$ cat config.mk
export PLATFORM = sky130hd
export DESIGN_NAME = jt51_i2s_tx
export DESIGN_NICKNAME = d
export VERILOG_FILES = /design/src/rtl/jt51_i2s_tx.sv
export SDC_FILE = /design/constraint.sdc
export NUM_CORES = 1
export LEC_CHECK = 0
export ABC_AREA = 1
export CAP_MARGIN = 20
export CORE_ASPECT_RATIO = 0.7
export CORE_MARGIN = 5
export CORE_UTILIZATION = 44
export CTS_BUF_LIST = sky130_fd_sc_hd__clkbuf_8
export CTS_CLUSTER_DIAMETER = 60
export DETAILED_ROUTE_END_ITERATION = 10
export PLACE_DENSITY = 0.61
export SKIP_LAST_GASP = 1
export SYNTH_ARGS = -nofsm -noshare
export SYNTH_HDL_FRONTEND = slang
export SYNTH_SLANG_ARGS = --single-unit
$ cat constraint.sdc
create_clock -name clk -period 2 [get_ports clk]
set_input_delay 0.4 -clock clk [delete_from_list [all_inputs] [get_ports clk]]
set_output_delay 0.4 -clock clk [all_outputs]
set_load 0.02 [all_outputs]
$ cat src/rtl/jt51_i2s_tx.sv
// I2S / left-justified serial transmitter for the accumulator's 16-bit stereo output.
// Self-generated bclk/lrck, with a one-entry hold buffer and overrun/underrun pulses.
module jt51_i2s_tx #(
  parameter int unsigned DIV  = 4,
  parameter int unsigned WORD = 32,
  parameter bit          LJ   = 1'b0
) (
  input  logic        clk,
  input  logic        rst,
  input  logic        sample,
  input  logic [15:0] left_in,
  input  logic [15:0] right_in,
  output logic        bclk,
  output logic        lrck,
  output logic        sdata,
  output logic        overrun,
  output logic        underrun
);

  localparam int unsigned FW = 2 * WORD;
  localparam int unsigned SW = $clog2(FW);
  localparam int unsigned DW = (DIV > 1) ? $clog2(DIV) : 1;
  localparam logic [DW-1:0] DIV_LAST = DW'(DIV - 1);
  localparam logic [SW-1:0] S_LAST   = SW'(FW - 1);
  localparam logic [SW-1:0] S_HALF   = SW'(WORD);

  if (DIV < 1 || WORD < 16 || WORD > 32) begin : g_bad_param
    $error("jt51_i2s_tx: illegal parameters DIV=%0d WORD=%0d", DIV, WORD);
  end

  logic [DW-1:0] r_div;
  logic [SW-1:0] r_s;
  logic [FW-1:0] r_sh;
  logic          r_bclk, r_lrck, r_sdata, r_ovr, r_unr;
  logic [15:0]   r_hl, r_hr, r_ll, r_lr;
  logic          r_full, r_primed;

  logic          w_wrap, w_fall, w_fstart;
  logic [SW-1:0] w_s_nxt;
  logic [15:0]   w_ld_l, w_ld_r;
  logic [FW-1:0] w_frame, w_sh_nxt;

  assign w_wrap   = (r_div == DIV_LAST);
  assign w_fall   = w_wrap & r_bclk;
  assign w_fstart = w_fall & (r_s == S_LAST);
  assign w_s_nxt  = w_fstart ? '0 : r_s + 1'b1;

  // Frame source priority: held pair, then a same-cycle bypass, else repeat the last pair.
  always_comb begin
    w_ld_l = r_ll;
    w_ld_r = r_lr;
    if (r_full) begin
      w_ld_l = r_hl;
      w_ld_r = r_hr;
    end else if (sample) begin
      w_ld_l = left_in;
      w_ld_r = right_in;
    end
    w_frame = '0;
    w_frame[FW-1 -: 16]   = w_ld_l;
    w_frame[WORD-1 -: 16] = w_ld_r;
    w_sh_nxt = w_fstart ? w_frame : {r_sh[FW-2:0], 1'b0};
  end

  always_ff @(posedge clk) begin
    if (rst) begin
      r_div    <= '0;
      r_s      <= '0;
      r_sh     <= '0;
      r_bclk   <= 1'b0;
      r_lrck   <= 1'b0;
      r_sdata  <= 1'b0;
      r_ovr    <= 1'b0;
      r_unr    <= 1'b0;
      r_hl     <= '0;
      r_hr     <= '0;
      r_ll     <= '0;
      r_lr     <= '0;
      r_full   <= 1'b0;
      r_primed <= 1'b0;
    end else begin
      r_ovr <= 1'b0;
      r_unr <= 1'b0;
      r_div <= w_wrap ? '0 : r_div + 1'b1;
      if (w_wrap) r_bclk <= ~r_bclk;
      if (w_fall) begin
        r_s    <= w_s_nxt;
        r_lrck <= (w_s_nxt >= S_HALF);
        r_sh   <= w_sh_nxt;
        // I2S reuses the output register as the one-slot delay.
        r_sdata <= LJ ? w_sh_nxt[FW-1] : r_sh[FW-1];
      end
      if (sample) r_primed <= 1'b1;
      if (w_fstart) begin
        r_ll <= w_ld_l;
        r_lr <= w_ld_r;
        if (r_full) begin
          if (sample) begin
            r_hl <= left_in;
            r_hr <= right_in;
          end else begin
            r_full <= 1'b0;
          end
        end else if (!sample && r_primed) begin
          r_unr <= 1'b1;
        end
      end else if (sample) begin
        r_hl   <= left_in;
        r_hr   <= right_in;
        r_full <= 1'b1;
        r_ovr  <= r_full;
      end
    end
  end

  assign bclk     = r_bclk;
  assign lrck     = r_lrck;
  assign sdata    = r_sdata;
  assign overrun  = r_ovr;
  assign underrun = r_unr;

endmodule

==> metrics <==
num rows=34; crit end category=output port; final non-filler cell total=958; pin count of the biggest net entering global routing=66; Die X=between 100 and 150 um; Hold WC Path Type=input port to flip-flop; wirelength, routed=13460 um; startpoint types=flip-flop; Skew-Pair Late Insertion Delay=approximately 0.43 ns; final net count=821; ys flop type=dfxtp_1; max incr delay on CP=0.63 ns; Seq pwr share=around 48%; sw frac=about 23%; YS warnings=0; Post-Syn Nets=799; Max stage delay cell, worst path=clkdlybuf4s50_1; placed cell count=just over 900; CTS tree=done; CP Cell Sequence=clkdlybuf4s50_1; CTS Buf Count=17; DRT iter0 DRCs=315; Via Count=4874; worst path bufs/invs=1; fin. max-slew vios=0; First-pass DRT Iterations=6; most common cell after layout, fill and taps aside=nand2_1; final period utilization=91.56%; GPL Wtd Cong=0.7733; crit path max fanout=3; max cap viols=0; dpl hpwl=8673 um; clock power share=44.1%; Die Height=105.3 um; overall routing resource usage=17.96%; grt ovf=0; post-synthesis async set-or-reset flop share=0%; cells after synthesis=762; H-tree depth=4; initial antenna violation count=0; Antenna Cells=0; arrival time at the worst endpoint=about 1.4 ns; # port buffers=39; Synth cell types=34; Post-Route Setup TNS=0 ns; postcts setup bufs=0; Netlist Area Pre-Place=about 5700 um^2; EDFF count, synth=0; Pwr Density=828.2 nW/um^2; Yosys reg bits=127; Avg Inst Size Synth=7.487 um^2; combinational power share=7.9%; CP required=1.60 ns; maximum VDD drop=547.9 uV; Setup Viol. Count Final=0; switching pwr=1.236 mW; Rel. slew slack=about three fifths; DRT antenna net count=0; starting density of the core=45.46%; fraction of layout cells with a size suffix above 1=between 10% and 20%; number of global-route vias before repair=4611; WS Path Type=flip-flop to output port; vias per cell=approximately 5.1; Worst-Margin Slew=0.6103 ns; RSZ-0062 raised after global routing=false; Seq/Total Area, Yosys=44.56%; Clk pin slew, worst setup/hold paths=roughly 0.080 ns; WL/cell=roughly 14 um; Tmin final=1.831 ns; Placeable Area=12550 um^2; status=completed; internal power=approximately 4.2 mW; fmax=546.1 MHz; crit-path leading delay family=buffers and inverters; root buffer cell=clkbuf_8; Hold Fails Final Rpt=0; first-pass GRT wire length=22730 um; io pins=40; leakage power=2.592 nW; most frequent cells in the layout=225 x nand2_1, 127 x dfxtp_1, 88 x nand3_1; Layout area overhead=14.74%; CTS sink cnt=127; Clock Skews=0.01127 ns; Clock Path Buffers=2; die area=15380 um^2; drt drc=0
layout make-up:
cell class                      instances  area, um^2
Fill cell                            1198        6003
Tap cell                              162       202.7
Clock buffer                           20       275.3
Sequential cell                       127        2542
Multi-Input combinational cell        525        2646
Clock inverter                         11       148.9
Timing Repair Buffer                   55       500.5
Inverter                               58       230.2
per-layer routing:
layer	share of wire, %	global-route usage (%)	vias up
li1	-	-	2501
met1	53	25.95	2255
met2	41	26.63	106
met3	4.8	3.818	12
met4	1.0	6.242	0
met5	0	0	-
flip-flops by register name (all words and copies together), names as in the netlist:
name      cells
r_sh         48
bclk          1
r_lr         16
r_hl         16
sdata         1
lrck          1
overrun       1
r_div         2
r_hr         16
r_full        1
r_ll         16
underrun      1
r_s           6
r_primed      1
cell usage after synthesis (3+ instances only):
master,n,area share (%)
a21oi_1,74,6.5
buf_1,3,0.20
buf_12,3,1.1
buf_2,20,1.8
buf_6,3,0.59
clkbuf_1,21,1.4
dfxtp_1,127,45
inv_1,55,3.6
nand2_1,225,15
nand2_2,4,0.44
nand3_1,88,7.7
nand3_2,30,5.3
nand3b_1,10,1.3
nor2_1,23,1.5
o21ai_0,7,0.61
o22ai_1,16,1.8
or2_2,31,3.4
final timing paths:
path            start  slack, ns  cells after the start  endpoint
max              bclk       0.17                      1      bclk
min               rst       0.42                      4  r_hr[13]
max reg2reg    r_s[0]       0.17                      7    r_full
min reg2reg  r_div[0]       0.44                      1  r_div[0]
power groups by stage:
| stage | clock network, mW | logic [mW] | registers (mW) |
|---|---|---|---|
| floorplan | 0 | 0.284 | 2.66 |
| finish | 2.39 | 0.430 | 2.60 |
| global placement | 0 | 0.421 | 2.66 |
| CTS | 2.43 | 0.431 | 2.60 |
| detailed placement | 0 | 0.429 | 2.66 |
| global route | 2.53 | 0.479 | 2.61 |
per-stage QoR:
| step | instance area (um^2) | setup slack (ns) | utilization, % | hold slack, ns | power [mW] |
|---|---|---|---|---|---|
| 2_1_floorplan | 5705 | 0.5620 | - | 0.4043 | 2.941 |
| 3_3_place_gp | 6110 | 0.1410 | 48.68 | 0.4114 | 3.080 |
| 6_report | 6546 | 0.1687 | 52.16 | 0.4246 | 5.421 |
| 3_5_place_dp | 6110 | 0.08070 | 48.68 | 0.4321 | 3.089 |
| 4_1_cts | 6534 | 0.06088 | 52.06 | 0.4341 | 5.467 |
| 5_1_grt | 6546 | 0.02358 | 52.16 | 0.4207 | 5.616 |
kinds of logic (layout without fill, tap and decap cells):
family                   count (synthesis)  in the layout  share of synthesized area (%)
flip-flops                             127            127                          44.56
XOR/XNOR                                 1              1                         0.1535
buffers and inverters                  110            144                          9.145
adder cells (fa/ha/maj)                  2              2                         0.4385
AND/OR/NAND/NOR                        421            421                          36.27
AO/OA/AOI/OAI                          101            101                          9.430
repair_timing:
item                       CTS  global route
hold buffers                 0             0
resized for setup            0             3
setup endpoints to repair    0            61
(Power assumes the default switching activity.)
